===== src/rtl/sub_serial4.sv =====
// Digit-serial unsigned subtractor: d = a - b - bin, one 4-bit digit per clock, LSB first.
// A registered borrow links successive digits; results hold until the next accepted start.

module sub_serial4_slice (
    input  logic [3:0] x,
    input  logic [3:0] y,
    input  logic       cin,
    output logic [3:0] s,
    output logic       cout
);
    logic [4:0] c;

    assign c[0] = cin;

    for (genvar i = 0; i < 4; i++) begin : g_fa
        assign s[i]   = x[i] ^ y[i] ^ c[i];
        assign c[i+1] = (x[i] & y[i]) | (c[i] & (x[i] ^ y[i]));
    end

    assign cout = c[4];
endmodule

module sub_serial4 #(
    parameter int WIDTH = 32
) (
    input  logic             clk,
    input  logic             rst,
    input  logic             start,
    input  logic [WIDTH-1:0] a,
    input  logic [WIDTH-1:0] b,
    input  logic             bin,
    output logic             ready,
    output logic             done,
    output logic [WIDTH-1:0] d,
    output logic             bout,
    output logic             zero
);
    localparam int N  = WIDTH / 4;
    localparam int CW = (N > 1) ? $clog2(N) : 1;
    localparam logic [CW-1:0] LAST = CW'(N - 1);

    localparam logic [1:0] S_IDLE = 2'd0;
    localparam logic [1:0] S_RUN  = 2'd1;
    localparam logic [1:0] S_DONE = 2'd2;

    logic [1:0]       state;
    logic [WIDTH-1:0] sa, sb;
    logic             borrow;
    logic [CW-1:0]    cnt;
    logic [3:0]       nb, dig;
    logic             co;
    logic [WIDTH-1:0] dnext;

    // Subtract as a + ~b + ~borrow; the carry-out is the inverted borrow.
    assign nb    = ~sb[3:0];
    assign dnext = {dig, d[WIDTH-1:4]};

    sub_serial4_slice u_slice (
        .x    (sa[3:0]),
        .y    (nb),
        .cin  (~borrow),
        .s    (dig),
        .cout (co)
    );

    assign ready = (state == S_IDLE);
    assign done  = (state == S_DONE);

    always_ff @(posedge clk or posedge rst) begin
        if (rst) begin
            state  <= S_IDLE;
            sa     <= '0;
            sb     <= '0;
            borrow <= 1'b0;
            cnt    <= '0;
            d      <= '0;
            bout   <= 1'b0;
            zero   <= 1'b0;
        end else begin
            case (state)
                S_IDLE: begin
                    if (start) begin
                        sa     <= a;
                        sb     <= b;
                        borrow <= bin;
                        cnt    <= '0;
                        state  <= S_RUN;
                    end
                end
                S_RUN: begin
                    sa     <= {4'b0, sa[WIDTH-1:4]};
                    sb     <= {4'b0, sb[WIDTH-1:4]};
                    borrow <= ~co;
                    d      <= dnext;
                    cnt    <= cnt + 1'b1;
                    if (cnt == LAST) begin
                        state <= S_DONE;
                        bout  <= ~co;
                        zero  <= (dnext == '0);
                    end
                end
                S_DONE:  state <= S_IDLE;
                default: state <= S_IDLE;
            endcase
        end
    end
endmodule


===== config.mk =====
export PLATFORM = sky130hd
export DESIGN_NAME = sub_serial4
export DESIGN_NICKNAME = d
export VERILOG_FILES = /design/src/rtl/sub_serial4.sv
export SDC_FILE = /design/constraint.sdc
export NUM_CORES = 1
export LEC_CHECK = 0
export CAP_MARGIN = 10
export CORE_ASPECT_RATIO = 1.4
export CORE_UTILIZATION = 45
export DETAILED_ROUTE_END_ITERATION = 10
export MAX_ROUTING_LAYER = met4
export PLACE_DENSITY = 0.73
export SLEW_MARGIN = 25
export SYNTH_ARGS = -nofsm -noshare
export SYNTH_HDL_FRONTEND = slang
export SYNTH_SLANG_ARGS = --single-unit

===== constraint.sdc =====
create_clock -name clk -period 3.6 [get_ports clk]
set_input_delay 1.08 -clock clk [delete_from_list [all_inputs] [get_ports clk]]
set_output_delay 1.08 -clock clk [all_outputs]
set_load 0.05 [all_outputs]

==> flow_metrics.tcl, run 1 <==
set metrics [dict create \
    setup_viol 0 \
    fin_cells 709 \
    ys_types 30 \
    cts_setup_buffers 0 \
    dp_slack_ns 0.831 \
    drtIter0Drc 234 \
    portBuffers 103 \
    power_mw 5.54 \
    postRouteAntennaNets 0 \
    cp-start-kind "flop" \
    gp_congestion 0.792 \
    grt_pass1_vias 3534 \
    drv_cap 0 \
    path_buf_inv 1 \
    design.core.area_um2 10000 \
    area_delta_synth_final_pct 30.9 \
    initial_utilization_pct 46.9 \
    drive_gt1_share_pct 5.75 \
    whs_ns 0.479 \
    cellLeakagePower_nw 2.66 \
    critPathCaptureType "flop" \
    grt.overflow.total 0 \
    ys_ff_latch 104 \
    num_rows 43 \
    route.detailed.drc 0 \
    finClkSkew_ns 0.00550 \
    htree_levels 3 \
    path_max_fanout 2 \
    root_buffer "clkbuf_16" \
    avgSynthCellArea_um2 9.81 \
    crit_chain "inv_1, fa_1, fa_1, fa_1, fa_1, and4b_1, nand4_1, o31ai_1" \
    synth_top_area_cell "dfrtp_1" \
    max_freq_ghz 0.354 \
    crit_required_ns 3.84 \
    clock_path_buffers 2 \
    grt_pass1_wl_mm 17.3 \
    crit_slowest_cell "fa_1" \
    syn_nets 552 \
    hold_path.class "reg -> reg" \
    yosysWarnings 0 \
    finalSetupTns_ns 0 \
    path_delay_family "adder cells" \
    worst_slack_ns 0.778 \
    die_area_um2 10800 \
    cts_sinks 104 \
    synth_area_um2 4690 \
    clk_pin_slew_worst_paths_ns 0.07 \
    drt-wirelength-per-cell_um 14.9 \
    antenna_found_initial 0 \
    status "completed" \
    slew_viol_final 0 \
    dr.pass1.iters 4 \
    num_io_pins 104 \
    finalCritPeriodShare_pct 78.4 \
    cp_data_arrival_time_ns 3.06 \
    cp_common_cell "fa_1" \
    drt-total-wl_mm 10.6 \
    rsz0062_at_grt "false" \
    ctsHoldBuffers 0 \
    synth_top_area_share_pct 55.5 \
    final_cell_mix "nand2_1, dfrtp_1, clkdlybuf4s50_1, o21ai_0, mux2i_1" \
    ctsResizeCount 0 \
    grt_max_degree 105 \
    nets 643 \
    path_class "reg -> reg" \
    slowest_delay_ns 0.50 \
    placed_cells 693 \
    diodes 0 \
    maxSlewHeadroom_pct 46.9 \
    hold_violations 0 \
    clk-insertion-delay-late_ns 0.34 \
    die_h_um 123 \
    worst_pin_slew_ns 0.795 \
    layout_commonest_cell "nand2_1" \
    grtUsageTotal_pct 21.6 \
    synth_area_leaders "dfrtp_1, nand2_1, o21ai_0" \
    fill_cells 878 \
    vdd_drop_max_v 0.000390 \
    r2r_setup_slack_ns 0.78 \
    fp.dieW_um 88.3 \
    p_per_area_nw_per_um2 902 \
    hpwlAfterDp_mm 7.14 \
    cts_buffers 9 \
    seq_area_frac_synth_pct 55.5 \
    via_per_inst 5.25 \
    synthCells 478 \
    num_vias 3725 \
    period_needed_ns 2.82 \
    cts_tree "built" \
]
stage by stage:
step / instance area, µm² / util, %
5_1_grt: 6140 / 61.3
3_3_place_gp: 5820 / 58.2
4_1_cts: 6130 / 61.3
3_5_place_dp: 5820 / 58.2
2_1_floorplan: 4690 / -
6_report: 6140 / 61.3
final timing paths:
| kind | from | to | cells past startpoint |
|---|---|---|---|
| max in group asynchronous | rst | sb[1]$_DFFE_PP0P_ | 3 |
| min in group asynchronous | rst | d[11]$_DFFE_PP0P_ | 3 |
| worst max-delay path | sa[0]$_DFFE_PP0P_ | zero$_DFFE_PP0P_ | 8 |
| worst min-delay path | sb[5]$_DFFE_PP0P_ | sb[5]$_DFFE_PP0P_ | 2 |
| worst max register to register | sa[0]$_DFFE_PP0P_ | zero$_DFFE_PP0P_ | 8 |
| worst min register to register | sb[5]$_DFFE_PP0P_ | sb[5]$_DFFE_PP0P_ | 2 |
cell families after synthesis:
family / share of synthesized area, %
muxes: 6.22
buffers and inverters: 4.48
DFF: 55.5
adders and majority gates: 2.24
and+or+nand+nor: 16.4
AOI/OAI and AO/OA: 15.2
worst min-delay path, stage by stage, from the launching register on:
cell	delay (ns)
dfrtp_1	0.34
nand2_1	0.04
o21ai_0	0.06
final cells by class:
class	count	area, µm²	share of cell area (%)
clock buffer	11	253	4.12
clock inverter	5	55.1	0.897
multi-input combinational	334	1900	30.9
tap	135	169	2.75
inverter	7	30.0	0.489
timing repair buffer	113	1130	18.4
sequential	104	2600	42.4
report_power, final:
group | total (mW) | internal [mW] | switching (mW)
combinational | 2.49 | 0.952 | 1.54
clock | 0.994 | 0.574 | 0.420
sequential | 2.05 | 1.67 | 0.376
total | 5.54 | 3.20 | 2.34
flip-flops by register name, summed over array words and instances (netlist names):
register	flops
cnt	3
bout	1
zero	1
sb	32
borrow	1
sa	32
state	2
d	32
cells in the mapped netlist (all sizes together):
cell / number
ha: 2
a31oi: 4
dfrtp: 104
nor4b: 1
nor2: 1
o21ai: 66
o21bai: 1
nand3b: 1
mux2: 1
a32o: 1
nor2b: 22
and4b: 1
buf: 21
clkbuf: 12
nand2: 137
nor4: 6
a22oi: 25
fa: 4
inv: 7
and2: 5
nand2b: 1
a21oi: 19
a22o: 5
mux2i: 28
o31ai: 1
nand4: 2
layer usage:
layer	routed length [µm]	GRT usage, %	vias up
met5	0	-	-
met4	199	7.76	0
met3	454	3.90	16
met2	5420	34.4	111
met1	4510	27.7	1789
li1	-	-	1809
Power figures use the tool's default switching activity.
==> run 2, diff against run 1 <==
--- a/config.mk
+++ b/config.mk
@@ -10,7 +10,7 @@
 export CORE_UTILIZATION = 45
 export DETAILED_ROUTE_END_ITERATION = 10
 export MAX_ROUTING_LAYER = met4
-export PLACE_DENSITY = 0.73
+export PLACE_DENSITY = 0.7
 export SLEW_MARGIN = 25
 export SYNTH_ARGS = -nofsm -noshare
 export SYNTH_HDL_FRONTEND = slang
==> constraint.sdc (replaced) <==
create_clock -name clk -period 2.6 [get_ports clk]
set_input_delay 0.78 -clock clk [delete_from_list [all_inputs] [get_ports clk]]
set_output_delay 0.78 -clock clk [all_outputs]
set_load 0.05 [all_outputs]
==> flow_metrics.tcl, run 2 (synthesized netlist as in run 1, its figures left out) <==
set metrics [dict create \
    status "completed" \
    hp-start "sb[25]$_DFFE_PP0P_" \
    seqPwrFrac_pct 37.6 \
    finClkSkew_ns 0.00535 \
    clockPowerShare_pct 16.5 \
    finalCritPeriodShare_pct 98.8 \
    die_h_um 123 \
    clk-insertion-delay-late_ns 0.34 \
    clk_pin_slew_worst_paths_ns 0.07 \
    design.core.area_um2 10000 \
    finalSetupTns_ns 0 \
    fill_cells 891 \
    fp.dieW_um 88.3 \
    drtIter0Drc 247 \
    grt.overflow.total 0 \
    root_buffer "clkbuf_16" \
    multi_input_area_um2 1910 \
    dr.pass1.iters 5 \
    cts_buffers 9 \
    grtUsageTotal_pct 21.7 \
    gp_congestion 0.783 \
    path_max_fanout 2 \
    grt_pass1_vias 3639 \
    cellLeakagePower_nw 2.68 \
    htree_levels 3 \
    portBuffers 103 \
    clock_path_buffers 2 \
    p_comb_share_pct 45.9 \
    path_class "reg -> reg" \
    holdPathEnd "sb[25]$_DFFE_PP0P_" \
    grt_max_degree 105 \
    hpwlAfterDp_mm 7.46 \
    max_freq_ghz 0.389 \
    holdPathStages 2 \
    power.internal_mw 4.41 \
    rsz0062_at_grt "true" \
    layout_commonest_cell "nand2_1" \
    reg2reg_from "sa[0]$_DFFE_PP0P_" \
    p_per_area_nw_per_um2 1230 \
    maxSlewHeadroom_pct 61.8 \
    r2r_setup_slack_ns 0.03 \
    dr.max_layer_used "met4" \
    cts_tree "built" \
    crit_required_ns 2.85 \
    num_rows 43 \
    drt-total-wl_mm 10.5 \
    wl_met2_mm 5.71 \
    drive_gt1_share_pct 7.41 \
    swShare_pct 42.2 \
    placed_cells 700 \
    cp_data_arrival_time_ns 2.82 \
    period_needed_ns 2.57 \
    drv_cap 0 \
    final_cell_mix "nand2_1, dfrtp_1, clkdlybuf4s50_1, o21ai_0, mux2i_1" \
    drt-wirelength-per-cell_um 14.7 \
    regArea_um2 2600 \
    antenna_found_initial 0 \
    ff2ff_path_depth 8 \
    critPathCaptureType "flop" \
    cp-start-kind "flop" \
    slew_viol_final 0 \
    worst_pin_slew_ns 0.573 \
    postRouteAntennaNets 0 \
    initial_utilization_pct 46.9 \
    num_io_pins 104 \
    die_area_um2 10800 \
    wl_met1_mm 4.27 \
    vdd_drop_max_v 0.000487 \
    via_per_inst 5.27 \
    timing.rr.end "zero$_DFFE_PP0P_" \
    setup_viol 0 \
    hold_violations 0 \
    area_delta_synth_final_pct 32.2 \
    fin_cells 715 \
    ctsHoldBuffers 0 \
    route.detailed.drc 0 \
    num_vias 3765 \
    wl_met3_um 411 \
    cts_sinks 104 \
    p_switching_mw 3.22 \
    nets 650 \
    reg_top3 "d (32), sa (32), sb (32)" \
    diodes 0 \
    grt_pass1_wl_mm 17.4 \
    hold_path.class "reg -> reg" \
]
-- run 2: critical path, stage by stage, from the launching register on --
cell and delay [ns]:
dfrtp_1 0.35, inv_2 0.05, fa_2 0.38, fa_2 0.35, fa_2 0.34, fa_1 0.50, and4b_1 0.19, nand4_1 0.12
o31ai_2 0.20
-- run 2: metal layers --
layer	vias to the layer above	global-route usage [%]
li1	1820	-
met1	1833	25.7
met2	101	37.0
met3	11	3.30
met4	0	8.27
met5	-	-
-- run 2: cell type report --
| cell class | count | area share (%) |
|---|---|---|
| well taps | 135 | 2.72 |
| clock buffers | 13 | 4.20 |
| clock inverters | 2 | 0.242 |
| flip-flops and latches | 104 | 42.0 |
| multi-input cells | 334 | 30.8 |
| repair buffers | 120 | 19.6 |
| inverters | 7 | 0.484 |
-- run 2: through the flow --
stage	setup WS, ns	hold WS [ns]	util [%]	instance area [µm²]	total power [mW]
2_1_floorplan	0.0216	0.449	-	4690	5.26
3_3_place_gp	-0.0318	0.461	59.1	5910	6.31
3_5_place_dp	-0.132	0.470	59.1	5910	6.43
4_1_cts	-0.0281	0.485	61.9	6190	7.72
5_1_grt	-0.0661	0.504	62.0	6200	8.18
6_report	0.0324	0.478	62.0	6200	7.63
-- run 2: worst max path at each step --
stage,from,endpoint,slack [ns]
floorplan,sa[0]$_DFFE_PP0P_,zero$_DFFE_PP0P_,0.02
global placement,sa[0]$_DFFE_PP0P_,zero$_DFFE_PP0P_,-0.03
detailed placement,sa[0]$_DFFE_PP0P_,zero$_DFFE_PP0P_,-0.13
CTS,sa[0]$_DFFE_PP0P_,zero$_DFFE_PP0P_,-0.03
global route,sa[0]$_DFFE_PP0P_,zero$_DFFE_PP0P_,-0.07
finish,sa[0]$_DFFE_PP0P_,zero$_DFFE_PP0P_,0.03
-- run 2: what timing repair did --
item,4_1_cts,5_1_grt
gates resized for setup,4,1
pin swaps,1,1
setup endpoints to repair,1,1
buffers inserted,0,0
-- run 2: power by group through the flow --
stage | logic (mW) | registers [mW] | clock network, mW
floorplan | 1.71 | 3.55 | 0
global placement | 3.44 | 2.86 | 0
detailed placement | 3.53 | 2.90 | 0
CTS | 3.56 | 2.87 | 1.30
global route | 3.88 | 2.96 | 1.34
finish | 3.51 | 2.87 | 1.26
==> run 3, diff against run 2 <==
--- a/config.mk
+++ b/config.mk
@@ -9,8 +9,10 @@
 export CORE_ASPECT_RATIO = 1.4
 export CORE_UTILIZATION = 45
 export DETAILED_ROUTE_END_ITERATION = 10
+export DONT_BUFFER_PORTS = 1
 export MAX_ROUTING_LAYER = met4
-export PLACE_DENSITY = 0.7
+export PLACE_DENSITY = 0.58
+export SKIP_CTS_REPAIR_TIMING = 1
 export SLEW_MARGIN = 25
 export SYNTH_ARGS = -nofsm -noshare
 export SYNTH_HDL_FRONTEND = slang
==> constraint.sdc (replaced) <==
create_clock -name clk -period 3 [get_ports clk]
set_input_delay 0.9 -clock clk [delete_from_list [all_inputs] [get_ports clk]]
set_output_delay 0.9 -clock clk [all_outputs]
set_load 0.05 [all_outputs]
==> flow_metrics.tcl, run 3 (synthesized netlist as in run 1, its figures left out) <==
set metrics [dict create \
    num_rows 43 \
    drtIter0Drc 191 \
    layout_commonest_cell "nand2_1" \
    setup_viol 0 \
    maxSlewHeadroom_pct 47.2 \
    cts_buffers 9 \
    route.detailed.drc 0 \
    grtUsageTotal_pct 20.3 \
    clk_pin_slew_worst_paths_ns 0.07 \
    via_per_inst 5.42 \
    clk-insertion-delay-late_ns 0.33 \
    max_freq_ghz 0.370 \
    drv_cap 0 \
    holdPathEnd "sb[7]$_DFFE_PP0P_" \
    area_delta_synth_final_pct 9.71 \
    drt-wirelength-per-cell_um 16.8 \
    num_io_pins 104 \
    slew_viol_final 0 \
    r2r_setup_slack_ns 0.30 \
    path_class "reg -> reg" \
    timing.rr.end "zero$_DFFE_PP0P_" \
    die_h_um 123 \
    grt_max_degree 54 \
    dr.pass1.iters 6 \
    grt_pass1_vias 3301 \
    die_area_um2 10800 \
    hpwlAfterDp_mm 6.91 \
    finalCritPeriodShare_pct 90.0 \
    nets 542 \
    clock_path_buffers 2 \
    initial_utilization_pct 46.9 \
    fin_cells 608 \
    worst_pin_slew_ns 0.790 \
    hold_violations 0 \
    num_vias 3294 \
    grt.overflow.total 0 \
    path_max_fanout 2 \
    finClkSkew_ns 0.00672 \
    hp-start "sb[7]$_DFFE_PP0P_" \
    grt_pass1_wl_mm 16.3 \
    diodes 0 \
    cts_sinks 104 \
    cts_tree "built" \
    period_needed_ns 2.70 \
    critPathCaptureType "flop" \
    root_buffer "clkbuf_16" \
    fp.dieW_um 88.3 \
    reg2reg_from "sa[0]$_DFFE_PP0P_" \
    htree_levels 3 \
    cp-start-kind "flop" \
    placed_cells 592 \
    drt-total-wl_mm 10.2 \
    cp_data_arrival_time_ns 2.94 \
    crit_required_ns 3.24 \
    final_cell_mix "nand2_1, dfrtp_1, o21ai_0, mux2i_1, a22oi_1" \
    ff2ff_path_depth 8 \
    postRouteAntennaNets 0 \
    rsz0062_at_grt "false" \
    reg_top3 "d (32), sa (32), sb (32)" \
    cellLeakagePower_nw 2.27 \
    status "completed" \
    vdd_drop_max_v 0.000479 \
    holdPathStages 2 \
    design.core.area_um2 10000 \
    finalSetupTns_ns 0 \
    hold_path.class "reg -> reg" \
    gp_congestion 0.744 \
    portBuffers 0 \
    drive_gt1_share_pct 7.19 \
    antenna_found_initial 0 \
    p_per_area_nw_per_um2 1190 \
]
run 3: report_power, final:
group	switching [mW]	internal, mW	total, mW
clock	0.518	0.647	1.16
combinational	1.00	0.766	1.77
sequential	1.22	1.99	3.21
run 3: critical path: stages (launching register included):
cell	delay (ns)
dfrtp_1	0.34
inv_1	0.06
fa_1	0.43
fa_1	0.39
fa_1	0.39
fa_1	0.50
and4b_1	0.19
nand4_1	0.10
o31ai_1	0.20
run 3: worst max path at each step:
stage / endpoint / startpoint / depth (start not counted)
detailed placement: zero$_DFFE_PP0P_ / sa[0]$_DFFE_PP0P_ / 8
global placement: zero$_DFFE_PP0P_ / sa[0]$_DFFE_PP0P_ / 8
floorplan: zero$_DFFE_PP0P_ / sa[0]$_DFFE_PP0P_ / 8
global route: zero$_DFFE_PP0P_ / sa[0]$_DFFE_PP0P_ / 8
finish: zero$_DFFE_PP0P_ / sa[0]$_DFFE_PP0P_ / 8
CTS: zero$_DFFE_PP0P_ / sa[0]$_DFFE_PP0P_ / 8
run 3: per-stage QoR:
stage	util [%]	hold WS (ns)	setup WS, ns	area, µm²	power (mW)
detailed placement	48.4	0.469	0.300	4850	5.06
global placement	48.4	0.460	0.362	4850	4.98
floorplan	-	0.449	0.422	4690	4.56
finish	51.4	0.477	0.301	5140	6.14
CTS	51.4	0.485	0.289	5140	6.23
global route	51.4	0.505	0.167	5140	6.60
run 3: layer usage:
metal  up-vias  routed length, µm  global-route usage, %
met5         -                  0                      -
met4         0                 89                   5.44
met3         6                568                   5.45
met2        83               5330                   34.0
met1      1605               4210                   23.9
li1       1600                  -                      -
run 3: layout make-up:
class                      instances  area [µm²]
fill                             952        4860
sequential                       104        2600
multi-input combinational        334        1890
clock buffer                       9         225
tap                              135         169
timing repair buffer              12         153
clock inverter                     7        71.3
inverter                           7        30.0
